## config.mk

```make
export PLATFORM = sky130hd
export DESIGN_NAME = spi_xfer_counters
export DESIGN_NICKNAME = d
export VERILOG_FILES = /design/src/rtl/spi_type_pkg.sv /design/src/rtl/sync_flex_counter.sv /design/src/rtl/spi_xfer_counters.sv
export SDC_FILE = /design/constraint.sdc
export NUM_CORES = 1
export LEC_CHECK = 0
export BUFFER_PORTS_ARGS = -buffer_cell sky130_fd_sc_hd__buf_4
export CORE_ASPECT_RATIO = 1.4
export CORE_UTILIZATION = 57
export CTS_CLUSTER_SIZE = 28
export DETAILED_ROUTE_END_ITERATION = 10
export PLACE_DENSITY = 0.81
export SETUP_SLACK_MARGIN = 0.05
export SLEW_MARGIN = 20
export SYNTH_ARGS = -nofsm -noshare
export SYNTH_HDL_FRONTEND = slang
export SYNTH_HIERARCHICAL = 1
export SYNTH_SLANG_ARGS = --single-unit
export TNS_END_PERCENT = 20
```

## constraint.sdc

```tcl
create_clock -name clk -period 3.6 [get_ports clk]
set_clock_uncertainty 0.15 [all_clocks]
set_input_delay 0.54 -clock clk [delete_from_list [all_inputs] [get_ports clk]]
set_output_delay 0.54 -clock clk [all_outputs]
set_load 0.05 [all_outputs]
```

## src/rtl/spi_type_pkg.sv

```systemverilog
// Shared SPI controller types: frame-width limit and the transfer-counter state encoding.
package spi_type_pkg;
    localparam int SPI_MAX_FRAME_BITS = 32;

    typedef enum logic [1:0] {
        XC_IDLE = 2'd0,
        XC_RUN  = 2'd1,
        XC_DONE = 2'd2
    } xfer_cnt_state_t;
endpackage

```

## src/rtl/sync_flex_counter.sv

```systemverilog
// Up-counter 0..rollover_val that wraps to 0 when enabled at rollover_val.
// rollover_flag is high whenever count_out equals rollover_val.
module sync_flex_counter #(
    parameter int WIDTH = 4
) (
    input  logic             clk,
    input  logic             n_rst,
    input  logic             clear,
    input  logic             count_enable,
    input  logic [WIDTH-1:0] rollover_val,
    output logic [WIDTH-1:0] count_out,
    output logic             rollover_flag
);
    logic [WIDTH-1:0] count_reg;
    logic [WIDTH-1:0] count_next;

    always_comb begin
        count_next = count_reg;
        if (clear) begin
            count_next = '0;
        end else if (count_enable) begin
            count_next = (count_reg == rollover_val) ? '0 : count_reg + 1'b1;
        end
    end

    always_ff @(posedge clk) begin
        if (!n_rst) begin
            count_reg <= '0;
        end else begin
            count_reg <= count_next;
        end
    end

    assign count_out     = count_reg;
    assign rollover_flag = (count_reg == rollover_val);
endmodule

```

## src/rtl/spi_xfer_counters.sv

```systemverilog
// SPI bit/frame/transfer counter with start/busy/done sequencing.
// Define SPI_XFER_CNT_LAST_EN to add the last_frame output.
module spi_xfer_counters
    import spi_type_pkg::*;
#(
    parameter int MAX_FRAME_BITS = SPI_MAX_FRAME_BITS,
    parameter int LEN_W          = 32,
    parameter int FB_W           = $clog2(MAX_FRAME_BITS + 1)
) (
    input  logic             clk,
    input  logic             n_rst,
    input  logic             clear,
    input  logic             start,
    input  logic             count_enable,
    input  logic             count_clk,
    input  logic [FB_W-1:0]  frame_bits,
    input  logic [LEN_W-1:0] frame_len,
    output logic [FB_W-1:0]  bit_idx,
    output logic [LEN_W-1:0] frames_done,
    output logic             frame_done,
    output logic             xfer_done,
    output logic             busy,
`ifdef SPI_XFER_CNT_LAST_EN
    output logic             last_frame,
`endif
    output logic             done
);
    localparam logic [FB_W-1:0] MAX_BITS = FB_W'(MAX_FRAME_BITS);

    xfer_cnt_state_t  state_reg, state_next;
    logic [FB_W-1:0]  cfg_bits_reg;
    logic [LEN_W-1:0] cfg_len_reg;
    logic             frame_done_reg;
    logic             xfer_done_reg;

    logic [FB_W-1:0]  bits_norm;
    logic             arm;
    logic             strobe;
    logic             bit_flag;
    logic             frame_flag;
    logic             frame_complete;
    logic             last_pending;
    logic             xfer_complete;
    logic             cnt_clear;

    assign bits_norm = (frame_bits == '0 || frame_bits > MAX_BITS) ? MAX_BITS : frame_bits;

    // start only arms outside RUN, and clear always wins over it
    assign arm            = start & ~clear & (state_reg != XC_RUN);
    assign strobe         = count_enable & count_clk & ~clear & (state_reg == XC_RUN);
    assign frame_complete = strobe & bit_flag;
    assign last_pending   = (frames_done == cfg_len_reg - LEN_W'(1));
    assign xfer_complete  = frame_complete & last_pending;
    assign cnt_clear      = clear | arm;

    sync_flex_counter #(.WIDTH(FB_W)) u_bit_cnt (
        .clk          (clk),
        .n_rst        (n_rst),
        .clear        (cnt_clear),
        .count_enable (strobe),
        .rollover_val (cfg_bits_reg - FB_W'(1)),
        .count_out    (bit_idx),
        .rollover_flag(bit_flag)
    );

    // Rollover at cfg_len is never taken: the frame count saturates at the transfer length
    sync_flex_counter #(.WIDTH(LEN_W)) u_frame_cnt (
        .clk          (clk),
        .n_rst        (n_rst),
        .clear        (cnt_clear),
        .count_enable (frame_complete & ~frame_flag),
        .rollover_val (cfg_len_reg),
        .count_out    (frames_done),
        .rollover_flag(frame_flag)
    );

    always_ff @(posedge clk) begin
        if (!n_rst) begin
            state_reg <= XC_IDLE;
        end else begin
            state_reg <= state_next;
        end
    end

    always_comb begin
        state_next = state_reg;
        case (state_reg)
            XC_IDLE, XC_DONE: begin
                if (clear) begin
                    state_next = XC_IDLE;
                end else if (start) begin
                    state_next = (frame_len == '0) ? XC_DONE : XC_RUN;
                end
            end
            XC_RUN: begin
                if (clear) begin
                    state_next = XC_IDLE;
                end else if (xfer_complete) begin
                    state_next = XC_DONE;
                end
            end
            default: state_next = XC_IDLE;
        endcase
    end

    always_comb begin
        busy = (state_reg == XC_RUN);
        done = (state_reg == XC_DONE);
`ifdef SPI_XFER_CNT_LAST_EN
        last_frame = (state_reg == XC_RUN) & last_pending;
`endif
    end

    always_ff @(posedge clk) begin
        if (!n_rst) begin
            cfg_bits_reg <= '0;
            cfg_len_reg  <= '0;
        end else if (arm) begin
            cfg_bits_reg <= bits_norm;
            cfg_len_reg  <= frame_len;
        end
    end

    // A zero-length transfer completes straight from the start cycle
    always_ff @(posedge clk) begin
        if (!n_rst) begin
            frame_done_reg <= 1'b0;
            xfer_done_reg  <= 1'b0;
        end else begin
            frame_done_reg <= frame_complete;
            xfer_done_reg  <= xfer_complete | (arm & (frame_len == '0));
        end
    end

    assign frame_done = frame_done_reg;
    assign xfer_done  = xfer_done_reg;
endmodule

```

== Word level (Yosys, flattened, before mapping) ==
Cells that the tools add are included.
Operators by class
  add/sub/neg operators: 4
  magnitude comparators: 1
  eq/ne operators: 8
  mux-type cells: 9
  bitwise gates (word level): 14
  reduce and logical (&&, ||, !) cells: 7
Operators by type and width (number)
  32-bit equality test: 2
  32-bit by 1-bit adder with 32-bit output, second input constant: 1
  32-bit zero test: 1
  32-bit 2-to-1 mux: 1
  32-bit by 1-bit subtractor with 32-bit output, second input constant: 1
  6-bit 2-to-1 mux: 2
  2-bit 2-to-1 mux: 5
  1-bit AND: 9
  6-bit by 1-bit adder with 6-bit output, second input constant: 1
  6-bit equality test: 1
  6-bit > comparator, second input constant: 1
  6-bit zero test: 1
  6-bit by 1-bit subtractor with 6-bit output, second input constant: 1
  2-bit one-hot mux with 2 select lines: 1
  2-bit OR reduction: 2
  3-bit by 2-bit != test with 1-bit output, second input constant: 1
  3-bit != test, second input constant: 1
  1-bit NOT: 3
  2-bit by 1-bit equality test with 1-bit output, second input constant: 1
  2-bit equality test, second input constant: 1
  2-bit zero test: 1
  2-bit by 1-bit != test with 1-bit output, second input constant: 1
  1-bit OR: 2
  2-bit AND reduction: 1
  1-bit logical OR: 1
Storage, ports and cells
  bits in registers: 80
  input port bits: 44
  output and inout port bits: 42
  word-level logic and storage cells: 50

== Longest topological paths before layout ==
Gate-level depths: netlist (run 1).
  depth after elaboration: 8
  mapped depth: 14
  mapped depth without buffers: 14

== Cells and area by module ==
Netlist (run 1), hierarchy kept.
By module, submodules not included
  spi_xfer_counters: instances 1, cells each 416, area an instance 3039.2 um2, seq. area each 840.8 um2
  sync_flex_counter at u_frame_cnt: instances 1, cells each 200, area an instance 1811.7 um2, seq. area each 640.6 um2
  sync_flex_counter at u_bit_cnt: instances 1, cells each 37, area an instance 326.6 um2, seq. area each 120.1 um2

== Worst setup path after synthesis (run 1) ==
OpenSTA, ideal clock, no wires.
  path type: register to register
  from: reg cfg_len_reg[19]
  to: reg state_reg[1]
  setup time: 0.077 ns
  arrival: 3.022 ns
  data required time: 3.373 ns
  path slack: 0.352 ns
  stages on the path, launching flop included: 8
  path buffers: 1
  clock period less this slack: 3.248 ns
  cell sequence: dfxtp_1 > buf_6 > or4_4 > or4_4 > or4_4 > a2111o_1 > or4_4 > a41oi_2
On the way
  word-level cells in the longest chain between the ends: 5
RTL lines
  start: declaration: RTL line spi_xfer_counters.sv:32  | logic [LEN_W-1:0] cfg_len_reg;
  start signal: assignment: RTL line spi_xfer_counters.sv:120  | cfg_len_reg <= frame_len;
  32-bit by 1-bit subtractor with 32-bit output: RTL line spi_xfer_counters.sv:52  | assign last_pending = (frames_done == cfg_len_reg - LEN_W'(1));
  32-bit equality test: RTL line spi_xfer_counters.sv:52
  1-bit AND: RTL line spi_xfer_counters.sv:53  | assign xfer_complete = frame_complete & last_pending;
  3-bit by 2-bit != test with 1-bit output (no source line)
  2-bit AND reduction (no source line)
  end signal: assignment: RTL line spi_xfer_counters.sv:81  | state_reg <= state_next;
  end: declaration: RTL line spi_xfer_counters.sv:30  | xfer_cnt_state_t state_reg, state_next;
Every way passes these cells.
A chain may end at the register's enable or synchronous reset.

== Worst setup path in the final report (run 1) ==
  from: reg cfg_len_reg[0]
  to: reg state_reg[0]
The elaborated chain is that of the path after synthesis.

==> results of run 1 <==
## worst paths after layout
path                         from         endpoint  slack, ns  cells after the start
hold / removal      frame_len[14]  cfg_len_reg[14]       0.30                      3
setup reg to reg   cfg_len_reg[0]     state_reg[0]       0.17                      9
setup / recovery   cfg_len_reg[0]     state_reg[0]       0.17                      9
hold reg to reg   cfg_bits_reg[1]  cfg_bits_reg[1]       0.35                      2
## layout make-up
class,count,area share
multi-input cells,530,0.536
flip-flops and latches,80,0.252
repair buffers,117,0.138
clock buffers,10,0.0360
well taps,105,0.0206
clock inverters,6,0.00943
inverters,15,0.00884
## power groups by stage
stage | registers (uW) | logic [uW] | clock network (uW)
after floorplan | 950 | 337 | 0
after global placement | 961 | 511 | 0
after detailed placement | 962 | 512 | 0
after CTS | 942 | 516 | 905
after global routing | 947 | 568 | 938
final | 944 | 532 | 906
## logic make-up (layout without fill, tap and decap cells)
kind of cell | after synthesis | count (layout) | share of synthesized area
xor gates and xnor gates | 117 | 117 | 0.198
muxes | 6 | 6 | 0.0118
AOI/OAI and AO/OA | 85 | 85 | 0.111
buffers and inverters | 43 | 148 | 0.0394
adders and majority gates | 4 | 4 | 0.00967
and+or+nand+nor | 318 | 318 | 0.321
DFF | 80 | 80 | 0.309
## routing by layer
layer / vias up / wire (um)
met5: - / 0
met4: 0 / 829
li1: 2505 / -
met2: 197 / 8390
met3: 66 / 845
met1: 2543 / 6820
## through the flow
step / area (um2) / instances / total power, uW / setup slack (ns)
finish: 6370 / 863 / 2380 / 0.175
global route: 6370 / 863 / 2450 / 0.0245
CTS: 6320 / 861 / 2360 / 0.0325
detailed placement: 6030 / 845 / 1470 / 0.0519
global placement: 6030 / 845 / 1470 / 0.0409
floorplan: 5180 / 653 / 1290 / 0.352
## what timing repair did
action                                  CTS  global route
pin swaps                                 0             1
cloned                                    0             0
endpoints found under the setup margin    2            24
buffers inserted                          0             2
resized for setup                         1             6
## cells in the final DEF (no fill, tap or decap), types with 4 or more instances in the layout
| cell type | count |
|---|---|
| or4_1 | 6 |
| nand2_1 | 91 |
| ha_1 | 4 |
| clkbuf_16 | 9 |
| a31oi_1 | 4 |
| and3_1 | 6 |
| or4_4 | 4 |
| inv_1 | 15 |
| nor3_1 | 13 |
| nand4_1 | 34 |
| buf_4 | 117 |
| nor2_1 | 69 |
| xnor2_1 | 34 |
| nor4_1 | 28 |
| mux2i_1 | 5 |
| nand2b_1 | 8 |
| xor2_1 | 83 |
| nand3_1 | 15 |
| and2_1 | 5 |
| or3_1 | 4 |
| dfxtp_1 | 80 |
| nand3b_1 | 6 |
| or2_2 | 4 |
| a21oi_1 | 41 |
| o22ai_1 | 4 |
## critical path: stages, from the launching register on
cell and delay (ns):
dfxtp_1 0.37, inv_1 0.09, ha_1 0.19, nor3b_1 0.33
nand2_1 0.16, or4b_2 0.73, a32o_1 0.25, or4_1 0.45
nor4_2 0.42, a2111oi_0 0.13
==> reports/metrics.cfg, run 1 <==
[outcome]
outcome = finished, final reports clean

[power]
power_frac_comb = 0.223
p_seq_frac = 0.396
pwr_density_cell_nw_per_um2 = 374
swShare = 0.301
power_frac_clock = 0.380
internal_power_uw = 1670
max-vdd-ir-drop_uv = 280
leakagePower_uw = 0.00272
p_switching_uw = 716

[synthesis]
synth_nets = 701
yosysMostFrequentCell = nand2_1
yosysTopAreaCellShare = 0.309
ys_seq_area_frac = 0.309
synthTopCellsByCount = nand2_1 (91), xor2_1 (83), dfxtp_1 (80)
synth.area.top_cells = dfxtp_1 (31%), xor2_1 (14%), nand2_1 (6.6%), xnor2_1 (5.8%), nor2_1 (5.1%)
async_reset_ff_frac = 0
synth_seq_cells = 80
yosys_warnings = 6
avgSynthCellArea_um2 = 7.93
synth_top_cell_by_area = dfxtp_1
ys.flop_type = dfxtp_1
synth_edf_count = 0
netlist_area_um2 = 5180
yosysUniqueCellTypes = 64
syn_inst = 653

[critical_path]
path_class = register to register
worstPathArrival_ns = 3.46
crit_path_start_kind = register
end_kind = register
critPathRequiredTime_ns = 3.64
cp_max_fo = 7

[global_route]
grt_use_total = 0.371
top_usage_layer = met2
gr-usage-met3 = 0.0706
gr-usage-met1 = 0.431
overflow = 0
grt_max_degree = 38
grt_pass1_wl_um = 26200
met2_usage = 0.630
grt_pass1_vias = 5095
antenna_found_initial = 0

[timing]
hold_slack_ns = 0.303
hold_viol = 0
fin_crit_ns = 3.43
min_period_over_period = 0.951
fmax_mhz = 292
finalSetupViolations = 0
grt_setup_unrepaired = true
worstMarginPinSlew_ns = 0.784
finalSetupTns_ns = 0
relSlewSlack = 0.472
drv_slew = 0

[placed_design]
numPortBuffers = 85
dp_hpwl_um = 13100
gp_congestion = 0.970

[drt]
vias_per_cell = 6.15
ant_nets = 0
routedWlPerCell_um = 19.6
routed_wl_um = 16900
vias = 5311
drc = 0
firstDrtPassIters = 4
drt_iter0_drc = 387

[clocking]
clk_path_buf_depth = 2
cts_buffers = 9
htreeDepth = 3
cts_tree = done
worstSkewPairLatency_ns = 0.34
cts.sinks = 80
hold_buffers = 0
cts.clk_slew.worst_paths_ns = 0.06
cts_root_buffer = clkbuf_16

[finish]
antenna_cells = 0
n_fill_cell = 663
area_growth_pct = 23.0
final_nets = 801
final-seq-area_um2 = 1600
multiInputGateArea_um2 = 3410
final_util = 0.731
drive_gt1_frac = 0.211

[die]
die_area_um2 = 9470
dieHeight_um = 115
ios = 86
core_um2 = 8710
die_width_um = 82.6
initial_core_util = 0.595
row_count = 40

[run]
max_cap_violations = 0

[min_path]
hold_path.class = input pin to register

Note: power is estimated with default switching activity, not from simulation.
==> run 2, diff against run 1 <==
--- a/config.mk
+++ b/config.mk
@@ -12,3 +12,3 @@
 export DETAILED_ROUTE_END_ITERATION = 10
-export PLACE_DENSITY = 0.81
+export PLACE_DENSITY = 0.85
 export SETUP_SLACK_MARGIN = 0.05
==> constraint.sdc (replaced) <==
create_clock -name clk -period 3.6 [get_ports clk]
set_clock_uncertainty 0.15 [all_clocks]
set_input_delay 0.72 -clock clk [delete_from_list [all_inputs] [get_ports clk]]
set_output_delay 0.72 -clock clk [all_outputs]
set_load 0.05 [all_outputs]
==> run 2 against run 1 <==
Sequential cell count unchanged. Global-route usage decreased by 0.69 points. Largest power group is now the clock network. Register-to-register slack about the same. Die area unchanged. Worst setup slack got worse by 0.012 ns. Highest routed layer unchanged. Utilization about the same. Via count decreased by 0.32%. Sequential power about the same. Largest cell class unchanged. Total power increased by 2.9%. Routed wire length increased by 0.25%. Clock-buffer cell count unchanged.
==> reports/metrics.cfg, run 2 (synthesis results as in run 1) <==
[outcome]
outcome = finished, final reports clean  ; unchanged

[global_route]
overflow = 0  ; unchanged
top_usage_layer = met2  ; unchanged
met2_usage = 0.655  ; was 0.630
gr-usage-met1 = 0.411  ; was 0.431
grt_pass1_wl_um = 25500  ; was 26200 um
grt_pass1_vias = 4954  ; was 5095
grt_max_degree = 38  ; unchanged
gr-usage-met3 = 0.0659  ; was 0.0706
antenna_found_initial = 0  ; unchanged
grt_use_total = 0.364  ; was 0.371

[min_path]
hold_path.class = register to register  ; was input pin to register
hp-start = cfg_bits_reg[1]  ; was frame_len[14]

[critical_path]
slowest_stage = nor4b_1  ; was or4b_2
path_class = register to register  ; unchanged
r2r-start = cfg_bits_reg[0]  ; was cfg_len_reg[0]
startpoint = cfg_bits_reg[0]  ; was cfg_len_reg[0]
r2r_slack_ns = 0.16  ; was 0.17 ns
cp_cell_sequence = nor3_1, nor3b_1, xor2_1, xnor2_1, nand4_1, nor2_1, nand4_1, a2111o_1, nor4b_1, nand4_1, nor4_1, a2111oi_0  ; was inv_1, ha_1, nor3b_1, nand2_1, or4b_2, a32o_1, or4_1, nor4_2, a2111oi_0
max_stage_delay_ns = 0.46  ; was 0.73 ns
path_delay_family = simple AND/OR/NAND/NOR gates  ; unchanged
worstPathArrival_ns = 3.48  ; was 3.46 ns
critPathRequiredTime_ns = 3.64  ; about the same
cp_max_fo = 3  ; was 7
end_kind = register  ; unchanged
cp_common_cell = nand4_1
crit_path_start_kind = register  ; unchanged
crit_buf_inv = 0  ; was 1

[die]
row_count = 40  ; unchanged
initial_core_util = 0.595  ; unchanged
die_area_um2 = 9470  ; unchanged
dieHeight_um = 115  ; unchanged
die_width_um = 82.6  ; unchanged
ios = 86  ; unchanged
core_um2 = 8710  ; unchanged

[power]
pwr_density_cell_nw_per_um2 = 385  ; was 374 nW/um2
leakagePower_uw = 0.00274  ; was 0.00272 uW
finalPower_uw = 2450  ; was 2380 uW
max-vdd-ir-drop_uv = 316  ; was 280 uV

[timing]
worstMarginPinSlew_ns = 0.738  ; was 0.784 ns
fin_crit_ns = 3.44  ; was 3.43 ns
fmax_mhz = 291  ; was 292 MHz
finalSetupViolations = 0  ; unchanged
hold_slack_ns = 0.317  ; was 0.303 ns
setup_ws_ns = 0.163  ; was 0.175 ns
hold_viol = 0  ; unchanged
grt_setup_unrepaired = true  ; unchanged
min_period_over_period = 0.955  ; was 0.951
drv_slew = 0  ; unchanged
relSlewSlack = 0.504  ; was 0.472
finalSetupTns_ns = 0  ; unchanged

[clocking]
cts.clk_slew.worst_paths_ns = 0.06  ; about the same
worstSkewPairLatency_ns = 0.34  ; about the same
cts_root_buffer = clkbuf_16  ; unchanged
clk_path_buf_depth = 2  ; unchanged
cts_tree = done  ; unchanged
cts.sinks = 80  ; unchanged
htreeDepth = 3  ; unchanged
cts_buffers = 9  ; unchanged

[finish]
final-seq-area_um2 = 1600  ; unchanged
drive_gt1_frac = 0.204  ; was 0.211
final_nets = 801  ; unchanged
final_cell_mix = buf_4 (117), nand2_1 (91), xor2_1 (83)  ; unchanged
n_fill_cell = 654  ; was 663
multiInputGateArea_um2 = 3380  ; was 3410 um2
antenna_cells = 0  ; unchanged
area_growth_pct = 22.9  ; was 23.0%
final_area_um2 = 6360  ; was 6370 um2
final_common_cell = buf_4  ; unchanged

[drt]
vias = 5294  ; was 5311
drc = 0  ; unchanged
routed_wl_um = 16900  ; about the same
ant_nets = 0  ; unchanged
drt_iter0_drc = 426  ; was 387
firstDrtPassIters = 5  ; was 4
vias_per_cell = 6.13  ; was 6.15
routedWlPerCell_um = 19.6  ; about the same

[placed_design]
preCtsSetupSlack_ns = 0.142  ; was 0.0519 ns
gp_congestion = 1.02  ; was 0.970
numPortBuffers = 85  ; unchanged
postPlaceCellArea_um2 = 6030  ; about the same
dp_hpwl_um = 13000  ; was 13100 um

[run]
max_cap_violations = 0  ; unchanged

==> run 2: layout make-up <==
type,instances,share of cell area
multi-input combinational,530,0.532
sequential,80,0.252
timing repair buffer,117,0.138
inverter,15,0.00885
tap,105,0.0206
clock inverter,6,0.0132
clock buffer,10,0.0360
==> run 2: what timing repair did <==
action                                  in CTS  in global routing
hold buffers                                 0                  0
resized for setup                            0                  2
endpoints found under the setup margin       0                 18
buffers inserted                             0                  1
==> run 2: report_power, final <==
part,switching [uW],internal (uW)
Clock,372,605
Sequential,38.5,906
Combinational,304,225
==> run 2: worst register-to-register path, stage by stage, from the launching register on <==
cell and delay (ns):
dfxtp_1 0.32, nor3_1 0.27, nor3b_1 0.26, xor2_1 0.20, xnor2_1 0.14, nand4_1 0.15, nor2_1 0.16, nand4_1 0.21
a2111o_1 0.38, nor4b_1 0.46, nand4_1 0.16, nor4_1 0.32, a2111oi_0 0.12
==> run 2: final timing paths <==
check | to | cells past startpoint
setup / recovery | state_reg[0] | 12
hold / removal | cfg_bits_reg[1] | 2
setup reg to reg | state_reg[0] | 12
hold reg to reg | cfg_bits_reg[1] | 2
==> run 2: per-stage QoR <==
| step | utilization | instances |
|---|---|---|
| 3_5_place_dp | 0.693 | 846 |
| 5_1_grt | 0.731 | 863 |
| 4_1_cts | 0.729 | 862 |
| 2_1_floorplan | - | 653 |
| 3_3_place_gp | 0.693 | 846 |
| 6_report | 0.731 | 863 |
==> run 2: layer usage <==
metal | up-vias | part of all wire | wire length, um
met3 | 39 | 0.067 | 1130
met1 | 2501 | 0.39 | 6560
li1 | 2514 | - | -
met2 | 240 | 0.51 | 8610
met4 | 0 | 0.037 | 622
met5 | - | 0 | 0
